[config.mk]
export PLATFORM = sky130hd
export DESIGN_NAME = pmem_arbiter_n
export DESIGN_NICKNAME = d
export VERILOG_FILES = /design/src/rtl/pmem_arbiter_n.sv
export SDC_FILE = /design/constraint.sdc
export NUM_CORES = 1
export LEC_CHECK = 0
export CELL_PAD_IN_SITES_DETAIL_PLACEMENT = 1
export CELL_PAD_IN_SITES_GLOBAL_PLACEMENT = 1
export CORE_AREA = 2 2 270 272
export DETAILED_ROUTE_END_ITERATION = 12
export DIE_AREA = 0 0 272 274
export GPL_TIMING_DRIVEN = 0
export HOLD_SLACK_MARGIN = 0.02
export PLACE_DENSITY_LB_ADDON = 0.1
export SYNTH_ARGS = -nofsm -noshare
export SYNTH_HDL_FRONTEND = slang
export SYNTH_SLANG_ARGS = --single-unit
[constraint.sdc]
create_clock -name clk -period 4.7 [get_ports clk]
set_clock_uncertainty 0.2 [all_clocks]
set_input_delay 0.94 -clock clk [delete_from_list [all_inputs] [get_ports clk]]
set_output_delay 0.94 -clock clk [all_outputs]
set_load 0.02 [all_outputs]
[src/rtl/pmem_arbiter_n.sv]
// N-client arbiter in front of the single physical memory port: grants one pending line read/write,
// holds it on pmem until pmem_resp, then pulses cl_resp to the winner. Round-robin or fixed priority.
module pmem_arbiter_n #(
  parameter int NUM_CLIENTS = 2,
  parameter int ADDR_WIDTH  = 16,
  parameter int BLOCK_WIDTH = 128,
  parameter int RR_MODE     = 1,
  localparam int IDXW       = $clog2(NUM_CLIENTS)
) (
  input  logic                               clk,
  input  logic                               rst_n,
  input  logic [NUM_CLIENTS-1:0]             cl_read,
  input  logic [NUM_CLIENTS-1:0]             cl_write,
  input  logic [NUM_CLIENTS*ADDR_WIDTH-1:0]  cl_address,
  input  logic [NUM_CLIENTS*BLOCK_WIDTH-1:0] cl_wdata,
  output logic [NUM_CLIENTS-1:0]             cl_resp,
  output logic [BLOCK_WIDTH-1:0]             cl_rdata,
  output logic                               pmem_read,
  output logic                               pmem_write,
  output logic [ADDR_WIDTH-1:0]              pmem_address,
  output logic [BLOCK_WIDTH-1:0]             pmem_wdata,
  input  logic                               pmem_resp,
  input  logic [BLOCK_WIDTH-1:0]             pmem_rdata,
  output logic                               busy,
  output logic [IDXW-1:0]                    grant_idx
);

  localparam logic [0:0] S_IDLE = 1'b0;
  localparam logic [0:0] S_BUSY = 1'b1;

  logic [0:0]             r_state;
  logic [IDXW-1:0]        r_grant;
  logic [IDXW-1:0]        r_last;
  logic                   r_pread;
  logic                   r_pwrite;
  logic [ADDR_WIDTH-1:0]  r_addr;
  logic [BLOCK_WIDTH-1:0] r_wdata;

  logic [NUM_CLIENTS-1:0] w_pending;
  logic                   w_found;
  logic [IDXW-1:0]        w_win;
  logic [IDXW-1:0]        w_idx;
  logic [ADDR_WIDTH-1:0]  w_addr;
  logic [BLOCK_WIDTH-1:0] w_wdata;

  // Scan starts just past the last winner in RR mode, at client 0 otherwise.
  always_comb begin
    w_pending = cl_read | cl_write;
    w_found   = 1'b0;
    w_win     = '0;
    w_idx     = '0;
    for (int k = 0; k < NUM_CLIENTS; k++) begin
      if (RR_MODE != 0) w_idx = IDXW'((int'(r_last) + 1 + k) % NUM_CLIENTS);
      else              w_idx = IDXW'(k);
      if (!w_found && w_pending[w_idx]) begin
        w_found = 1'b1;
        w_win   = w_idx;
      end
    end
  end

  always_comb begin
    w_addr  = '0;
    w_wdata = '0;
    for (int i = 0; i < NUM_CLIENTS; i++) begin
      if (w_win == IDXW'(i)) begin
        w_addr  = cl_address[i*ADDR_WIDTH +: ADDR_WIDTH];
        w_wdata = cl_wdata[i*BLOCK_WIDTH +: BLOCK_WIDTH];
      end
    end
  end

  always_comb begin
    cl_resp = '0;
    for (int i = 0; i < NUM_CLIENTS; i++) begin
      cl_resp[i] = (r_state == S_BUSY) && pmem_resp && (r_grant == IDXW'(i));
    end
  end

  always_ff @(posedge clk) begin
    if (!rst_n) begin
      r_state  <= S_IDLE;
      r_grant  <= '0;
      r_last   <= IDXW'(NUM_CLIENTS - 1);
      r_pread  <= 1'b0;
      r_pwrite <= 1'b0;
      r_addr   <= '0;
      r_wdata  <= '0;
    end else begin
      case (r_state)
        S_IDLE: begin
          if (w_found) begin
            r_state  <= S_BUSY;
            r_grant  <= w_win;
            if (RR_MODE != 0) r_last <= w_win;
            r_addr   <= w_addr;
            r_wdata  <= w_wdata;
            // a client asserting both strobes is served as a write
            r_pwrite <= cl_write[w_win];
            r_pread  <= cl_read[w_win] & ~cl_write[w_win];
          end
        end
        S_BUSY: begin
          if (pmem_resp) begin
            r_state  <= S_IDLE;
            r_pread  <= 1'b0;
            r_pwrite <= 1'b0;
          end
        end
        default: r_state <= S_IDLE;
      endcase
    end
  end

  assign cl_rdata     = pmem_rdata;
  assign pmem_read    = r_pread;
  assign pmem_write   = r_pwrite;
  assign pmem_address = r_addr;
  assign pmem_wdata   = r_wdata;
  assign busy         = (r_state == S_BUSY);
  assign grant_idx    = r_grant;

endmodule

After elaboration in Yosys (flattened, before gate mapping)

Cells that the tools add are included.
Widths: inputs -> output; s select.

Register bits after elaboration: 149
Input bits: 423
Output and inout port bits: 278

$add $sub $neg: 2
$lt $le $gt $ge: 3
Eq/ne operators: 2
Muxes and demuxes: 22
Bitwise operators: 5
Reduce and logical (&&, ||, !) cells: 7

Operators by type and width:

| operator            | count |
|---|---|
| $mux 128            | 1 |
| $mux 1              | 17 |
| $mux 16             | 1 |
| $lt 1x2->1 const B  | 3 |
| $pmux 1 s2          | 3 |
| $logic_and 1x1->1   | 4 |
| $ne 2x2->1 const B  | 2 |
| $reduce_and 2->1    | 2 |
| $not 1->1           | 3 |
| $add 1x1->1 const B | 2 |
| $or 2x2->2          | 1 |
| $and 1x1->1         | 1 |
| $logic_not 1->1     | 1 |

Logic depth before layout (Yosys ltp)

Gate-level depths: netlist of the first run.

Word-level depth: 13
Gate-level depth with buffers: 7
Mapped depth without buffers: 4

Worst setup path after synthesis of the first run

OpenSTA, ideal clock, no wires.

Kind: input to output
From: in pmem_resp
To: out cl_resp[0]
Data arrival time: 1301 ps
Data required time: 3560 ps
Slack: 2259 ps
Stages: 2
Buffers on the path: 0
Path through: nand2_1 > nor2_1

Cells in the longest elaborated chain, start to end: 2

Ends and longest elaborated chain:

| element                         | RTL line | source |
|---|---|---|
| start, declared                 | 22       | `input logic pmem_resp,` |
| $logic_and 1x1->1 (2 in series) | 76       | `cl_resp[i] = (r_state == S_BUSY) && pmem_resp && (r_grant == IDXW'(i));` |
| end, declared                   | 16       | `output logic [NUM_CLIENTS-1:0] cl_resp,` |

No other way between the ends.

Worst setup path after layout of the first run

Same ends and word-level chain as after synthesis.

==> PnR_summary.wiki, run 1 <==
{| class="wikitable"
! Metric !! Value
|-
| H-tree depth reported by CTS || 4
|-
| Internal power || 0.00314 W
|-
| Number of ports placed on the die boundary || 701
|-
| Maximum net fanout on the critical path || 3
|-
| Area fraction of the dominant cell type after synthesis || 0.406
|-
| Cell at the slowest stage of the critical path || clkdlybuf4s50_1
|-
| DP Wirelength || 39500 µm
|-
| Fraction of power consumed by combinational cells || 0.329
|-
| Cell area after layout || 15000 µm²
|-
| Resize count post-CTS || 0
|-
| Critical path data arrival time || 2270 ps
|-
| Number of flops mapped to enable cells by yosys || 0
|-
| Register share of total power || 0.312
|-
| Final count of negative-setup-slack endpoints || 0
|-
| PD cells || 313 nW/µm²
|-
| Number of buffers inserted by hold repair at cts || 0
|-
| Fmax || 293 MHz
|-
| Num rows || 99
|-
| Most common cell type on the critical path || clkdlybuf4s50_1
|-
| Transition time at the pin with the least slew margin || 1140 ps
|-
| Status || finished clean
|-
| Post-synthesis cell count || 961
|-
| Async set-or-reset flop fraction in the synthesized netlist || 0
|-
| #FFs+latches synth || 149
|-
| Full die area || 74500 µm²
|-
| Clock insertion delay at the later pin of the skew report || 480 ps
|-
| Number of buffers inserted by post-CTS setup repair || 0
|-
| Clock transition at path regs || 70 ps
|-
| Hold crit path type || reg2reg
|-
| Number of vias per cell || 3.58
|-
| Most common cell after layout, fill and taps aside || clkdlybuf4s50_1
|-
| Clock tree root buffer cell || clkbuf_16
|-
| Via total after detailed routing || 9050
|-
| Fraction of layout cells with a size suffix above 1 || 0.139
|-
| Core area || 72000 µm²
|-
| Leading cell types in the layout, fill and taps excluded || 572 x clkdlybuf4s50_1, 280 x a21oi_1, 150 x nand2_1, 149 x dfxtp_1, 138 x buf_4
|-
| Placed instance area || 14300 µm²
|-
| Most area-hungry cell type in the Yosys netlist || dfxtp_1
|-
| Total nets after synthesis || 1384
|-
| Net switching fraction of the power || 0.331
|-
| Die Height || 274 µm
|-
| Initial Util || 0.102
|-
| Clock power share || 0.359
|-
| Peak supply drop || 238 µV
|-
| Width of the die || 272 µm
|-
| Final count of pins violating max slew || 0
|-
| Overall routing resource usage || 0.129
|-
| Number of detailed-route iterations in the first pass || 4
|-
| Main synth FF type || dfxtp_1
|-
| Number of DRC violations after detailed routing || 0
|-
| WS Path Type || in2out
|-
| Vias in the first global route || 9441
|-
| YS warnings || 0
|-
| Max-slew headroom || 0.238
|-
| RSZ-0062 raised after global routing || false
|-
| Top cells by area, synth || dfxtp_1 41%, a21oi_1 19%, buf_4 14%
|-
| Category of the worst setup path capture point || primary output
|-
| Post-synthesis cell type count || 26
|-
| Initial antenna violation count || 12
|-
| Clock sinks || 149
|-
| Dominant delay contributor by cell family on the critical path || buffers and inverters
|-
| Global placement routability congestion || 0.719
|-
| Number of endpoints with negative hold slack in the final report || 0
|-
| Antenna-violating nets left || 0
|-
| Area delta synth->final || 104%
|-
| Pin count of the biggest net entering global routing || 17
|-
| Wire length per cell after detailed routing || 19.7 µm
|-
| Mapped Area || 7350 µm²
|-
| Fin nets || 1975
|-
| Wire length after detailed routing || 49900 µm
|-
| Final setup TNS || 0 ps
|-
| Number of violations reported at the end of detailed-routing iteration 0 || 218
|-
| Sequential-to-total area share from yosys stat || 0.406
|-
| Total grt overflow || 0
|-
| Leakage || 5.72 nW
|-
| Global-route wire length before repair || 69100 µm
|-
| Final critical path time including I/O delays and setup || 3410 ps
|-
| Buffers and inverters on the worst path || 2
|-
| Post-synthesis average cell area || 7.65 µm²
|-
| Portion of the clock cycle consumed by the worst path in the final layout || 0.726
|-
| Inserted Clock Buffers || 17
|-
| Fill cell total of the finished layout || 8501
|-
| Delay of the slowest cell on the worst path || 650 ps
|-
| Port Buf Inserts || 572
|-
| Cell Chain, Critical Path || clkdlybuf4s50_1 -> nand2_1 -> nor2_1 -> clkdlybuf4s50_1
|-
| Worst Path Required || 3560 ps
|-
| CP Launch Type || input port
|-
| Count of maximum capacitance violations || 0
|-
| Worst-case hold slack || 299 ps
|-
| Psw || 0.00155 W
|-
| Area taken by flip-flops and latches || 2980 µm²
|-
| Post-Route Utilization || 0.208
|-
| Clock tree from TritonCTS || yes
|-
| Worst-case clock buffer depth || 2
|-
| Area of the multi-input gates || 2910 µm²
|}
-- synthesized netlist by cell type (2+ instances only) --
cell and count:
o21ai_1 41, a21oi_1 280, buf_2 16, buf_6 18, inv_1 2, dfxtp_1 149, clkbuf_1 35, nand2_1 150
a21oi_2 10, o21ai_0 104, nor2_1 4, buf_4 138
-- worst register-to-register path, cell delays in order, from the launching register on --
cell and delay, ps:
dfxtp_1 400, o21ai_1 120, o21ai_2 380, buf_2 400
buf_2 350, nand2_1 100, a21oi_1 120
-- through the flow --
step / std cells / setup slack, ps / total power [W]
6_report: 2529 / 1290 / 0.00469
5_1_grt: 2527 / 1200 / 0.00496
4_1_cts: 2524 / 1250 / 0.00482
3_5_place_dp: 2492 / 942 / 0.00307
3_3_place_gp: 2492 / 975 / 0.00307
2_1_floorplan: 961 / 2260 / 0.00219
-- flip-flops by register name (all words and copies together) (netlist names) --
register,cells
r_last,1
grant_idx,1
pmem_read,1
busy,1
pmem_wdata,128
pmem_write,1
pmem_address,16
-- metal layers --
| layer | part of all wire | vias up | global-route usage |
|---|---|---|---|
| met4 | 0.014 | 14 | 0.0390 |
| li1 | - | 4359 | - |
| met1 | 0.37 | 4275 | 0.138 |
| met3 | 0.092 | 44 | 0.0546 |
| met5 | 0.0020 | - | 0 |
| met2 | 0.52 | 358 | 0.229 |
-- worst paths after layout --
check,from,end,slack (ps),cells past startpoint
max,pmem_resp,cl_resp[0],1290,4
min,grant_idx$_SDFFE_PN0P_,grant_idx$_SDFFE_PN0P_,300,2
max reg2reg,r_last$_SDFFE_PN1P_,pmem_wdata[49]$_SDFFE_PN0P_,2540,6
min reg2reg,grant_idx$_SDFFE_PN0P_,grant_idx$_SDFFE_PN0P_,300,2
-- kinds of logic (layout without fill, tap and decap cells) --
family                 Yosys count  after routing  synth area share
and+or+nand+nor                161            161            0.0868
AOI/OAI and AO/OA              442            442             0.309
DFF                            149            149             0.406
buffers and inverters          209            813             0.198
other                            0              5                 0
-- power groups by stage --
stage	sequential (W)	combinational [W]	clock (W)
after floorplan	0.00164	0.000546	0
after global placement	0.00149	0.00158	0
after detailed placement	0.00149	0.00158	0
after CTS	0.00147	0.00159	0.00177
after global routing	0.00148	0.00167	0.00181
final	0.00146	0.00154	0.00168
-- cell type report --
class,instances,area share
diodes,5,0.000836
plain buffers,207,0.0969
clock buffers,19,0.0303
clock inverters,13,0.0146
inverters,2,0.000502
multi-input cells,603,0.195
flip-flops and latches,149,0.199
well taps,959,0.0802
repair buffers,572,0.383
Power figures use the tool's default switching activity.
==> inputs of run 2 (changes only) <==
--- a/config.mk
+++ b/config.mk
@@ -7,9 +7,9 @@
 export LEC_CHECK = 0
 export CELL_PAD_IN_SITES_DETAIL_PLACEMENT = 1
 export CELL_PAD_IN_SITES_GLOBAL_PLACEMENT = 1
-export CORE_AREA = 2 2 270 272
+export CORE_AREA = 2 2 275 277
 export DETAILED_ROUTE_END_ITERATION = 12
-export DIE_AREA = 0 0 272 274
+export DIE_AREA = 0 0 277 279
 export GPL_TIMING_DRIVEN = 0
 export HOLD_SLACK_MARGIN = 0.02
 export PLACE_DENSITY_LB_ADDON = 0.1
==> constraint.sdc (replaced) <==
create_clock -name clk -period 2.9 [get_ports clk]
set_clock_uncertainty 0.2 [all_clocks]
set_input_delay 0.58 -clock clk [delete_from_list [all_inputs] [get_ports clk]]
set_output_delay 0.58 -clock clk [all_outputs]
set_load 0.02 [all_outputs]
==> run 2 against run 1 <==
Compared with the run above:
- utilization is 0.66 points lower
- count of clock-buffer cells in the layout is 1 lower
- wire length increased by 1.3%
- worst hold slack improved by 17 ps
- register-to-register slack got worse by 1800 ps
- worst setup slack got worse by 1100 ps
- cell count up 0.36%
- critical path type is now reg2out
- largest power group is now combinational logic
- highest routed layer unchanged
==> PnR_summary.wiki, run 2 (same netlist as run 1, synthesis figures left out) <==
{| class="wikitable"
! Metric !! Value
|-
| Cell area after layout || 14900 µm² (-0.33%)
|-
| Category of the worst setup path capture point || primary output
|-
| Fmax || 371 MHz
|-
| Full die area || 77300 µm² (+3.7%)
|-
| Num rows || 100 (+1.0%)
|-
| Hold-critical path endpoint || pmem_read$_SDFFE_PN0P_
|-
| Vias in the first global route || 9735 (+3.1%)
|-
| Delay of the slowest cell on the worst path || 690 ps (+40 ps)
|-
| Antenna-violating nets left || 0 (unchanged)
|-
| Endpoint of the lowest-slack register-to-register path || pmem_wdata[50]$_SDFFE_PN0P_
|-
| Global-route wire length before repair || 70700 µm (+2.4%)
|-
| Worst reg-to-reg setup slack || 790 ps (-1750 ps)
|-
| Startpoint of the worst hold path || pmem_read$_SDFFE_PN0P_
|-
| CP Launch Type || flop
|-
| Number of ports placed on the die boundary || 701 (unchanged)
|-
| DP Wirelength || 40400 µm (+2.3%)
|-
| Initial Util || 0.0993 (-0.00290)
|-
| Worst reg-to-reg path cell count || 5 (-1)
|-
| Cells on Worst Hold Path || 2 (unchanged)
|-
| Clock insertion delay at the later pin of the skew report || 470 ps (about the same)
|-
| Cell Chain, Critical Path || and3_1 -> clkdlybuf4s50_1
|-
| Overall routing resource usage || 0.127 (-0.00156)
|-
| Fill cell total of the finished layout || 8703 (+2.4%)
|-
| Area delta synth->final || 103%
|-
| Wire length after detailed routing || 50500 µm (+1.3%)
|-
| Final count of negative-setup-slack endpoints || 0 (unchanged)
|-
| Final critical path time including I/O delays and setup || 2690 ps
|-
| Final count of pins violating max slew || 0 (unchanged)
|-
| Wire length per cell after detailed routing || 19.9 µm (+0.91%)
|-
| Count of maximum capacitance violations || 0 (unchanged)
|-
| Leading cell types in the layout, fill and taps excluded || 571 x clkdlybuf4s50_1, 280 x a21oi_1, 150 x nand2_1, 149 x dfxtp_1, 138 x buf_4
|-
| Cell at the slowest stage of the critical path || clkdlybuf4s50_1
|-
| Worst-case clock buffer depth || 2 (unchanged)
|-
| Post-Route Utilization || 0.201 (-0.00658)
|-
| Status || finished clean
|-
| Hold crit path type || reg2reg
|-
| Fraction of layout cells with a size suffix above 1 || 0.139 (+0.000639)
|-
| Fin nets || 1975 (unchanged)
|-
| Worst Path Required || 2120 ps (-1440 ps)
|-
| Via total after detailed routing || 9093 (+0.48%)
|-
| Clock transition at path regs || 70 ps (about the same)
|-
| Portion of the clock cycle consumed by the worst path in the final layout || 0.929
|-
| PD cells || 493 nW/µm² (+57%)
|-
| Final setup TNS || 0 ps (unchanged)
|-
| Clock tree root buffer cell || clkbuf_16
|-
| Width of the die || 277 µm (+1.8%)
|-
| Port Buf Inserts || 572 (unchanged)
|-
| RSZ-0062 raised after global routing || false
|-
| Number of endpoints with negative hold slack in the final report || 0 (unchanged)
|-
| Core area || 74100 µm² (+2.9%)
|-
| Initial antenna violation count || 12 (unchanged)
|-
| H-tree depth reported by CTS || 4 (unchanged)
|-
| Transition time at the pin with the least slew margin || 642 ps (-501 ps)
|-
| Critical path data arrival time || 1910 ps (-360 ps)
|-
| Leakage || 5.70 nW (-0.26%)
|-
| FF-to-FF Start || busy$_SDFF_PN0_
|-
| Max-slew headroom || 0.561 (+0.323)
|-
| WS Path Type || reg2out
|-
| Flip-flop count of the largest register, all copies and words added || 128 (unchanged)
|-
| Number of DRC violations after detailed routing || 0 (unchanged)
|-
| Number of violations reported at the end of detailed-routing iteration 0 || 205 (-6.0%)
|-
| Inserted Clock Buffers || 17 (unchanged)
|-
| Pin count of the biggest net entering global routing || 17 (unchanged)
|-
| Number of vias per cell || 3.58 (+0.12%)
|-
| Most common cell after layout, fill and taps aside || clkdlybuf4s50_1
|-
| Placed instance area || 14300 µm² (about the same)
|-
| Clock tree from TritonCTS || yes
|-
| Global placement routability congestion || 0.755 (+5.0%)
|-
| Total grt overflow || 0 (unchanged)
|-
| Clock sinks || 149 (unchanged)
|-
| Die Height || 279 µm (+1.8%)
|-
| Peak supply drop || 297 µV (+25%)
|-
| Number of detailed-route iterations in the first pass || 4 (unchanged)
|-
| Total chip power || 0.00736 W (+57%)
|-
| Maximum net fanout on the critical path || 9 (+6)
|}
[run 2: cell type report]
| type | count | area, µm² | area share |
|---|---|---|---|
| inverters | 2 | 7.51 | 0.000503 |
| clock inverters | 14 | 165 | 0.0111 |
| well taps | 969 | 1210 | 0.0813 |
| diodes | 4 | 10.0 | 0.000671 |
| repair buffers | 572 | 5720 | 0.384 |
| plain buffers | 207 | 1450 | 0.0973 |
| clock buffers | 18 | 439 | 0.0295 |
| multi-input cells | 603 | 2920 | 0.196 |
| flip-flops and latches | 149 | 2980 | 0.200 |
[run 2: layer usage]
layer | part of all wire | GRT usage | routed length [µm] | vias up
met4 | 0.016 | 0.0364 | 811 | 16
met2 | 0.52 | 0.233 | 26300 | 371
met1 | 0.36 | 0.126 | 18100 | 4287
met5 | 0.0022 | 0 | 110 | -
met3 | 0.10 | 0.0622 | 5180 | 48
li1 | - | - | - | 4371
[run 2: worst max path at each step]
stage / startpoint / endpoint / cells after the start
final: busy$_SDFF_PN0_ / cl_resp[1] / 2
after global routing: busy$_SDFF_PN0_ / cl_resp[1] / 2
after CTS: cl_write[1] / pmem_wdata[44]$_SDFFE_PN0P_ / 6
after detailed placement: rst_n / pmem_wdata[42]$_SDFFE_PN0P_ / 5
after global placement: cl_write[1] / pmem_wdata[47]$_SDFFE_PN0P_ / 6
after floorplan: cl_write[0] / pmem_wdata[52]$_SDFFE_PN0P_ / 7
[run 2: what timing repair did]
| item | 4_1_cts | 5_1_grt |
|---|---|---|
| resized for setup | 1 | 4 |
| endpoints found under the setup margin | 1 | 15 |
| hold buffers | 0 | 0 |
| setup buffers | 0 | 0 |
[run 2: where the power goes]
group	leakage [nW]	switching, W	internal, W
registers	1.24	0.000115	0.00226
clock network	0.296	0.00116	0.00132
logic	4.17	0.00127	0.00124
total	5.70	0.00254	0.00481
[run 2: metrics by stage]
step                      hold slack, ps  cells  worst slack [ps]
after global routing                 358   2536              41.5
after global placement               304   2502              -441
after detailed placement             311   2502              -488
final                                316   2538               207
after floorplan                      302    961              1080
after CTS                            330   2534              33.3
[run 2: critical path, delay by kind of cell (launching register included)]
family        cells  cell delay, ps
flops             1             550
simple gates      1             210
buf+inv           1             690
